[config.mk]
export PLATFORM = sky130hd
export DESIGN_NAME = serial_frame_tx
export DESIGN_NICKNAME = d
export VERILOG_FILES = /design/src/rtl/serial_frame_tx.sv
export SDC_FILE = /design/constraint.sdc
export NUM_CORES = 1
export LEC_CHECK = 0
export ABC_CLOCK_PERIOD_IN_PS = 4760
export BUFFER_PORTS_ARGS = -buffer_cell sky130_fd_sc_hd__buf_2
export CORE_AREA = 2 2 39 41
export CTS_CLUSTER_DIAMETER = 200
export DETAILED_ROUTE_END_ITERATION = 16
export DIE_AREA = 0 0 41 43
export MAX_ROUTING_LAYER = met4
export PLACE_DENSITY = 0.78
export SLEW_MARGIN = 0
export SYNTH_ARGS = -nofsm -noshare
export SYNTH_HDL_FRONTEND = slang
export SYNTH_SLANG_ARGS = --single-unit
[constraint.sdc]
create_clock -name clk -period 4.76 [get_ports clk]
set_clock_uncertainty 0.1 [all_clocks]
set_input_delay 0.238 -clock clk [delete_from_list [all_inputs] [get_ports clk]]
set_output_delay 0.238 -clock clk [all_outputs]
set_load 0.02 [all_outputs]
[src/rtl/serial_frame_tx.sv]
// Parallel-to-serial framer: start bit, DATA_W data bits (A[0] first), optional even parity, stop bit.
// sout and done are registered; ready/busy decode the registered state.
module serial_frame_tx #(
  parameter int DATA_W     = 4,
  parameter int BIT_CYCLES = 1,
  parameter int PARITY_EN  = 1
) (
  input  logic              clk,
  input  logic              clr,
  input  logic [0:DATA_W-1] A,
  input  logic              load,
  output logic              ready,
  output logic              busy,
  output logic              sout,
  output logic              done
);

  localparam int CW = $clog2(BIT_CYCLES + 1);
  localparam int BW = $clog2(DATA_W + 1);
  localparam logic [CW-1:0] CNT_LAST = CW'(BIT_CYCLES - 1);
  localparam logic [BW-1:0] BIT_LAST = BW'(DATA_W - 1);

  typedef enum logic [2:0] {
    ST_IDLE  = 3'd0,
    ST_START = 3'd1,
    ST_DATA  = 3'd2,
    ST_PAR   = 3'd3,
    ST_STOP  = 3'd4
  } state_t;

  function automatic logic even_parity(input logic [DATA_W-1:0] v);
    return ^v;
  endfunction

  state_t            r_state;
  state_t            w_state_next;
  logic [CW-1:0]     r_cnt;
  logic [CW-1:0]     w_cnt_next;
  logic [BW-1:0]     r_bit_idx;
  logic [BW-1:0]     w_bit_idx_next;
  logic [DATA_W-1:0] r_shift;
  logic [DATA_W-1:0] w_shift_next;
  logic [DATA_W-1:0] w_a_lsb;
  logic              r_par;
  logic              w_par_next;
  logic              r_sout;
  logic              w_sout_next;
  logic              r_done;
  logic              w_done_next;
  logic              w_bit_end;

  // Re-index the word so bit 0 of the shift register is the first bit on the line.
  always_comb begin
    w_a_lsb = {DATA_W{1'b0}};
    for (int i = 0; i < DATA_W; i++) begin
      w_a_lsb[i] = A[i];
    end
  end

  assign w_bit_end = (r_cnt == CNT_LAST);

  // State register together with the frame datapath; clr overrides everything.
  always_ff @(posedge clk) begin
    if (clr) begin
      r_state   <= ST_IDLE;
      r_cnt     <= {CW{1'b0}};
      r_bit_idx <= {BW{1'b0}};
      r_shift   <= {DATA_W{1'b0}};
      r_par     <= 1'b0;
      r_sout    <= 1'b1;
      r_done    <= 1'b0;
    end else begin
      r_state   <= w_state_next;
      r_cnt     <= w_cnt_next;
      r_bit_idx <= w_bit_idx_next;
      r_shift   <= w_shift_next;
      r_par     <= w_par_next;
      r_sout    <= w_sout_next;
      r_done    <= w_done_next;
    end
  end

  // Next-state and datapath update; each non-idle state lasts one full bit period.
  always_comb begin
    w_state_next   = r_state;
    w_cnt_next     = r_cnt;
    w_bit_idx_next = r_bit_idx;
    w_shift_next   = r_shift;
    w_par_next     = r_par;
    case (r_state)
      ST_IDLE: begin
        if (load) begin
          w_state_next   = ST_START;
          w_cnt_next     = {CW{1'b0}};
          w_bit_idx_next = {BW{1'b0}};
          w_shift_next   = w_a_lsb;
          w_par_next     = even_parity(w_a_lsb);
        end else begin
          w_state_next = ST_IDLE;
        end
      end
      ST_START: begin
        if (w_bit_end) begin
          w_state_next = ST_DATA;
          w_cnt_next   = {CW{1'b0}};
        end else begin
          w_cnt_next = r_cnt + CW'(1);
        end
      end
      ST_DATA: begin
        if (w_bit_end) begin
          w_cnt_next = {CW{1'b0}};
          if (r_bit_idx == BIT_LAST) begin
            w_state_next = (PARITY_EN != 0) ? ST_PAR : ST_STOP;
          end else begin
            w_bit_idx_next = r_bit_idx + BW'(1);
            w_shift_next   = r_shift >> 1;
          end
        end else begin
          w_cnt_next = r_cnt + CW'(1);
        end
      end
      ST_PAR: begin
        if (w_bit_end) begin
          w_state_next = ST_STOP;
          w_cnt_next   = {CW{1'b0}};
        end else begin
          w_cnt_next = r_cnt + CW'(1);
        end
      end
      ST_STOP: begin
        if (w_bit_end) begin
          w_state_next = ST_IDLE;
          w_cnt_next   = {CW{1'b0}};
        end else begin
          w_cnt_next = r_cnt + CW'(1);
        end
      end
      default: begin
        w_state_next = ST_IDLE;
        w_cnt_next   = {CW{1'b0}};
      end
    endcase
  end

  // Output decode from the upcoming state so sout and done can be registered without lag.
  always_comb begin
    w_sout_next = 1'b1;
    w_done_next = 1'b0;
    case (w_state_next)
      ST_IDLE:  w_sout_next = 1'b1;
      ST_START: w_sout_next = 1'b0;
      ST_DATA:  w_sout_next = w_shift_next[0];
      ST_PAR:   w_sout_next = w_par_next;
      ST_STOP:  w_sout_next = 1'b1;
      default:  w_sout_next = 1'b1;
    endcase
    if ((r_state == ST_STOP) && w_bit_end) begin
      w_done_next = 1'b1;
    end else begin
      w_done_next = 1'b0;
    end
  end

  assign ready = (r_state == ST_IDLE);
  assign busy  = ~ready;
  assign sout  = r_sout;
  assign done  = r_done;

endmodule

==> flow_summary.ini, run 1 <==
[status]
status = finished, final reports clean

[grt]
first_pass_grt_wire_length_mm = 1.57
antenna_found_initial = 0
grt_util_all_layers_pct = 13.9
maximum_number_of_pins_on_one_net_before_global_route_repair = 14
grt_overflow_total = 0
vias_in_the_first_global_route = 397

[clock_tree]
clock-sinks = 13
number_of_buffers_created_by_cts = 3
clk_pin_slew_ns = 0.07
clock_latency_late_sink_ns = 0.27
postCtsHoldBufs = 0
tritoncts = built
clock_root_buffer = sky130_fd_sc_hd__clkbuf_4
cts-resized-gates = 0
cts.htree.levels = 1
post_cts.repair.setup_buffers = 0
cts_max_path_buffers = 2

[critical_path]
worstPathRequired_ns = 4.81
reg2reg_slack_ns = 2.91
worstSetupStartpointType = flop
timing.critical_path.max_delay_family = simple AND/OR/NAND/NOR gates
cp_data_arrival_time_ns = 1.90
worst-setup-path-type = flop to flop
critical_path.most_common_cell = sky130_fd_sc_hd__ha_1
timing.critical_path.slowest_cell_delay_ns = 0.46
capturing_element_type_of_the_critical_path = flop
cp.buffers_inverters = 0
timing.critical_path.slowest_stage_cell = sky130_fd_sc_hd__nor4b_4
chain_of_cells_forming_the_critical_path = ha_1 -> ha_1 -> nor4b_4 -> nor2_2 -> a21oi_2 -> o31ai_2
crit_path_max_fanout = 7

[floorplanning]
core_area_mm2 = 0.00138
initial_core_util_pct = 45.8
die_outline_area_mm2 = 0.00176
floorplan.rows = 14
chipWidth_um = 41
ios = 11
die_height_um = 43

[synthesis]
synth_top_family_by_area = simple AND/OR/NAND/NOR gates
dominantRegCellSynth = sky130_fd_sc_hd__dfxtp_1
synth.yosys.seq_area_share_pct = 41.1
ys_ff_latch = 13
synth.net_count = 72
post_synthesis_async_set_or_reset_flop_share_pct = 0
synthXorXnorAreaFrac_pct = 6.92
number_of_enable_flip_flop_cells_after_synthesis = 0
ys.warnings.count = 0
synth.top_cell.area_share_pct = 41.1
synth_cells = 63
ys_top_cells_by_count = sky130_fd_sc_hd__dfxtp_1, sky130_fd_sc_hd__nor3_1, sky130_fd_sc_hd__xnor2_1
synth_most_common_cell = sky130_fd_sc_hd__dfxtp_1
synthesis.area_um2 = 633
yosys.cell_types.count = 25
synth_compound_area_share_pct = 16.8
synth_area_per_cell_um2 = 10.0
synth_simple_gate_area_share_pct = 22.3
synth.largest_area_cell = sky130_fd_sc_hd__dfxtp_1
synthAdderAreaFrac_pct = 3.95
post_synth_mux_area_share_pct = 3.16
largest_cells_by_area_after_synthesis = sky130_fd_sc_hd__dfxtp_1, sky130_fd_sc_hd__nor4b_4, sky130_fd_sc_hd__xnor2_1, sky130_fd_sc_hd__nor3_1, sky130_fd_sc_hd__ha_1

[cells_and_area]
stdcell_count = 89
diodes = 0
filler_cell_count = 138
fin_nets = 83
finish.utilization_pct = 50.9
area_delta_synth_final_pct = 11.3
layout_cell_share_with_drive_strength_beyond_1_pct = 26.0

[detailed_routing]
route.detailed.drc = 0
vias_per_cell = 5.44
antenna_violating_nets_post_route = 0
highest_layer = met4
via_count = 484
met1_length_um = 472
drt-total-wl_mm = 1.04
number_of_drc_markers_after_the_initial_detailed_route_iteration = 4
drt_pre_antenna_iters = 4
drt-wirelength-per-cell_um = 11.6
route.met3.wl_um = 71
met2_wirelength_um = 471

[timing]
timing.max_slew.rel_slack_pct = 64.8
layout_min_cycle_time_ns = 1.85
post_route_setup_tns_ns = 0
timing.final.setup_violations = 0
slew_viol_final = 0
postLayoutSetupSlackWorst_ns = 2.91
fin_crit_sh_pct = 38.9
max_freq_ghz = 0.540
timing_hold_violations_final = 0
max_slew.worst_pin.slew_ns = 0.526
rsz0062_at_grt = false

[place]
detailed_place_hpwl_um = 767
place_worst_setup_slack_ns = 2.90
gp_congestion = 0.760
port_buffers = 10
place_inst = 85

[power]
power_report.internal_total_mw = 0.171
comb_power_share_pct = 19.6
power.share.sequential_pct = 52.6
ir_drop_v = 0.000140
power-per-cell-area_mw_per_mm2 = 338
power.net_switching_mw = 0.0672
p_leak_nw = 0.264
power.share.switching_pct = 28.3
pwr-share-clk_pct = 27.8

[hold_path]
hold_class = input pin to flop

[job]
maxCapViolations = 0
worst register-to-register path, delay by kind of cell (launching register included):
kind	cells	cell delay [ns]
AOI/OAI and AO/OA	2	0.28
adders and majority gates	2	0.44
and+or+nand+nor	2	0.60
DFF	1	0.32
power by group through the flow:
stage               clock network, mW  registers, mW  logic, mW
finish                         0.0661          0.125     0.0466
global route                   0.0720          0.126     0.0512
CTS                            0.0697          0.125     0.0471
detailed placement                  0          0.128     0.0470
global placement                    0          0.127     0.0463
floorplan                           0          0.124     0.0409
state kept, by name, summed over array words and instances, names as in the netlist:
register / count
done: 1
r_bit_idx: 3
r_par: 1
r_shift: 4
r_state: 3
sout: 1
cell families after synthesis:
logic type,Yosys count
AND/OR/NAND/NOR,21
AO/OA/AOI/OAI,13
flip-flops,13
buffers and inverters,7
XOR/XNOR,5
multiplexers,2
adder cells (fa/ha/maj),2
cells in the final DEF, fill, tap and decap left out:
cell                         n
sky130_fd_sc_hd__a21oi_1     4
sky130_fd_sc_hd__o31ai_2     1
sky130_fd_sc_hd__a211oi_1    1
sky130_fd_sc_hd__buf_2      10
sky130_fd_sc_hd__xnor2_1     5
sky130_fd_sc_hd__o31a_1      1
sky130_fd_sc_hd__a2111oi_0   1
sky130_fd_sc_hd__dfxtp_1    13
sky130_fd_sc_hd__mux2i_1     2
sky130_fd_sc_hd__clkbuf_4    3
sky130_fd_sc_hd__nor2b_1     1
sky130_fd_sc_hd__nor4b_4     2
sky130_fd_sc_hd__nor4_1      1
sky130_fd_sc_hd__nand2_1     3
sky130_fd_sc_hd__nor2_2      1
sky130_fd_sc_hd__a21oi_2     1
sky130_fd_sc_hd__a22oi_1     3
sky130_fd_sc_hd__nor3_1      7
sky130_fd_sc_hd__nor2_1      4
sky130_fd_sc_hd__nand3_1     1
sky130_fd_sc_hd__ha_1        2
sky130_fd_sc_hd__a22o_4      1
sky130_fd_sc_hd__clkbuf_1    1
sky130_fd_sc_hd__inv_1       3
sky130_fd_sc_hd__nor4b_1     1
per-stage QoR:
stage	instance area, um2	hold slack [ns]	total power, mW
floorplan	633	0.215	0.165
global placement	678	0.353	0.174
detailed placement	678	0.357	0.175
CTS	704	0.158	0.242
global route	704	0.191	0.249
finish	704	0.177	0.238
per-layer routing:
metal / global-route usage [%] / vias to the layer above
met1: 17.4 / 218
met3: 3.14 / 4
met5: - / -
met2: 17.8 / 15
met4: 12.0 / 0
li1: - / 247
final timing paths:
check | startpoint | to | cells past startpoint
min | A[3] | r_shift[3]$_SDFFE_PP0P_ | 3
min reg2reg | r_shift[2]$_SDFFE_PP0P_ | r_shift[2]$_SDFFE_PP0P_ | 2
max reg2reg | r_bit_idx[0]$_SDFFE_PP0P_ | sout$_SDFF_PP1_ | 6
max | r_bit_idx[0]$_SDFFE_PP0P_ | sout$_SDFF_PP1_ | 6
final cells by class:
class	count	area [um2]	share of cell area (%)
inverters	3	11.3	1.60
clock buffers	4	26.3	3.73
repair buffers	10	50.0	7.10
well taps	16	20.0	2.84
flip-flops and latches	13	260	36.9
multi-input cells	43	337	47.8
No activity file was read; power rests on OpenSTA's default activity.
==> run 2, diff against run 1 <==
--- a/config.mk
+++ b/config.mk
@@ -5,7 +5,7 @@
 export SDC_FILE = /design/constraint.sdc
 export NUM_CORES = 1
 export LEC_CHECK = 0
-export ABC_CLOCK_PERIOD_IN_PS = 4760
+export ABC_CLOCK_PERIOD_IN_PS = 1800
 export BUFFER_PORTS_ARGS = -buffer_cell sky130_fd_sc_hd__buf_2
 export CORE_AREA = 2 2 39 41
 export CTS_CLUSTER_DIAMETER = 200
==> constraint.sdc (replaced) <==
create_clock -name clk -period 1.8 [get_ports clk]
set_clock_uncertainty 0.1 [all_clocks]
set_input_delay 0.09 -clock clk [delete_from_list [all_inputs] [get_ports clk]]
set_output_delay 0.09 -clock clk [all_outputs]
set_load 0.02 [all_outputs]
==> run 2 against run 1 <==
- via count up 3.3%
- sequential share of layout area down 2.2 points
- combinational power rose to 3.1 times the previous value
- critical path depth up 1
- hold slack worse by 0.16 ns
- power rose to 2.7 times the previous value
- cell area up 6.4%
- clock-buffer cell count unchanged
- global-route usage up 1.3 points
- non-clock buffer count up 6
- highest routed layer unchanged
==> flow_summary.ini, run 2 (synthesis gave the netlist of run 1 again) <==
[status]
status = finished, final reports clean

[critical_path]
timing.critical_path.max_delay_family = adder cells
startpoint = r_bit_idx[0]$_SDFFE_PP0P_
crit_path_max_fanout = 5
timing.critical_path.to = sout$_SDFF_PP1_
regToRegEndpoint = sout$_SDFF_PP1_
worstSetupStartpointType = flop
reg2reg_slack_ns = 0.08
r2r.worst_path.cells = 7
critical_path.most_common_cell = sky130_fd_sc_hd__ha_1
timing.critical_path.slowest_cell_delay_ns = 0.32
worst-setup-path-type = flop to flop
cp_data_arrival_time_ns = 1.78
capturing_element_type_of_the_critical_path = flop
cp.buffers_inverters = 1
worstPathRequired_ns = 1.85
chain_of_cells_forming_the_critical_path = ha_1 -> ha_1 -> nor4b_4 -> buf_4 -> nor2_2 -> a21oi_2 -> o31ai_2
timing.critical_path.slowest_stage_cell = sky130_fd_sc_hd__dfxtp_1
cp_num_cells = 7
rr_startpoint = r_bit_idx[0]$_SDFFE_PP0P_

[detailed_routing]
route.detailed.drc = 0
drt_pre_antenna_iters = 4
drt-wirelength-per-cell_um = 12.0
number_of_drc_markers_after_the_initial_detailed_route_iteration = 2
drt-total-wl_mm = 1.14
antenna_violating_nets_post_route = 0
via_count = 500
vias_per_cell = 5.26

[clock_tree]
cts.htree.levels = 1
clk_pin_slew_ns = 0.07
number_of_buffers_created_by_cts = 3
clock-sinks = 13
clock_latency_late_sink_ns = 0.27
cts_max_path_buffers = 2
post_cts.repair.setup_buffers = 0
postCtsHoldBufs = 0
tritoncts = built
clock_root_buffer = sky130_fd_sc_hd__clkbuf_4
cts-resized-gates = 0

[floorplanning]
core_area_mm2 = 0.00138
ios = 11
chipWidth_um = 41
initial_core_util_pct = 45.8
floorplan.rows = 14
die_height_um = 43
die_outline_area_mm2 = 0.00176

[power]
p_leak_nw = 0.296
power-per-cell-area_mw_per_mm2 = 864
ir_drop_v = 0.000497
design_power_total_mw = 0.648

[cells_and_area]
largest_reg_flops = 4
layout_common_cells = sky130_fd_sc_hd__dfxtp_1, sky130_fd_sc_hd__buf_2, sky130_fd_sc_hd__nor3_1
fin_nets = 89
diodes = 0
filler_cell_count = 137
layout.cells.most_common = sky130_fd_sc_hd__dfxtp_1
area_delta_synth_final_pct = 18.4
layout_cell_share_with_drive_strength_beyond_1_pct = 31.6
largest_register = r_shift
finish.utilization_pct = 54.2
biggestRegsByFlops = r_shift x4, r_bit_idx x3, r_state x3

[grt]
first_pass_grt_wire_length_mm = 1.72
vias_in_the_first_global_route = 425
grt_overflow_total = 0
grt_util_all_layers_pct = 15.2
maximum_number_of_pins_on_one_net_before_global_route_repair = 14
antenna_found_initial = 0

[place]
gp_congestion = 0.812
port_buffers = 10
detailed_place_hpwl_um = 832

[timing]
timing_hold_violations_final = 0
layout_min_cycle_time_ns = 1.72
max_slew.worst_pin.slew_ns = 0.530
rsz0062_at_grt = false
max_freq_ghz = 0.580
timing.max_slew.rel_slack_pct = 64.6
slew_viol_final = 0
fin_crit_sh_pct = 95.8
timing.final.setup_violations = 0
post_route_setup_tns_ns = 0

[job]
maxCapViolations = 0

[hold_path]
hold_class = input pin to flop
[run 2: cell types whose count changed in the layout (fill, tap and decap cells not counted), sizes merged]
cell,delta
buf,+6
[run 2: per-stage QoR]
stage	cell area (um2)	std cells	setup WS (ns)	hold slack (ns)
2_1_floorplan	633	63	0.0915	0.0671
4_1_cts	734	93	0.00618	0.0167
5_1_grt	749	95	0.00568	0.0269
3_5_place_dp	708	89	0.0161	0.304
3_3_place_gp	708	89	0.0912	0.285
6_report	749	95	0.0758	0.0197
[run 2: worst register-to-register path: stages (launching register included)]
cell and delay (ns):
sky130_fd_sc_hd__dfxtp_1 0.32, sky130_fd_sc_hd__ha_1 0.20, sky130_fd_sc_hd__ha_1 0.22, sky130_fd_sc_hd__nor4b_4 0.25, sky130_fd_sc_hd__buf_4 0.18, sky130_fd_sc_hd__nor2_2 0.07, sky130_fd_sc_hd__a21oi_2 0.19, sky130_fd_sc_hd__o31ai_2 0.08
[run 2: cell type report]
type                    count  area (um2)  share of cell area, %
multi-input cells          43         337                   44.9
flip-flops and latches     13         260                   34.7
repair buffers             16        95.1                   12.7
clock buffers               4        26.3                   3.51
well taps                  16        20.0                   2.67
inverters                   3        11.3                   1.50
[run 2: report_power, final]
part | leakage [nW] | internal [mW] | total (mW) | switching, mW
logic | 0.174 | 0.0720 | 0.144 | 0.0719
clock network | 0.0150 | 0.0860 | 0.175 | 0.0894
registers | 0.106 | 0.307 | 0.328 | 0.0216
[run 2: worst min-delay path by stage]
stage	from	endpoint	cells past startpoint
floorplan	clr	r_state[0]$_SDFF_PP0_	1
global placement	A[3]	r_shift[3]$_SDFFE_PP0P_	3
detailed placement	A[3]	r_shift[3]$_SDFFE_PP0P_	3
CTS	A[3]	r_shift[3]$_SDFFE_PP0P_	3
global route	A[3]	r_shift[3]$_SDFFE_PP0P_	3
finish	A[3]	r_shift[3]$_SDFFE_PP0P_	3
[run 2: routing by layer]
| layer | vias up | track usage [%] | wire length [um] |
|---|---|---|---|
| met3 | 2 | 9.42 | 83 |
| met4 | 0 | 6.00 | 9 |
| met5 | - | - | 0 |
| li1 | 257 | - | - |
| met1 | 225 | 15.4 | 500 |
| met2 | 16 | 22.8 | 550 |
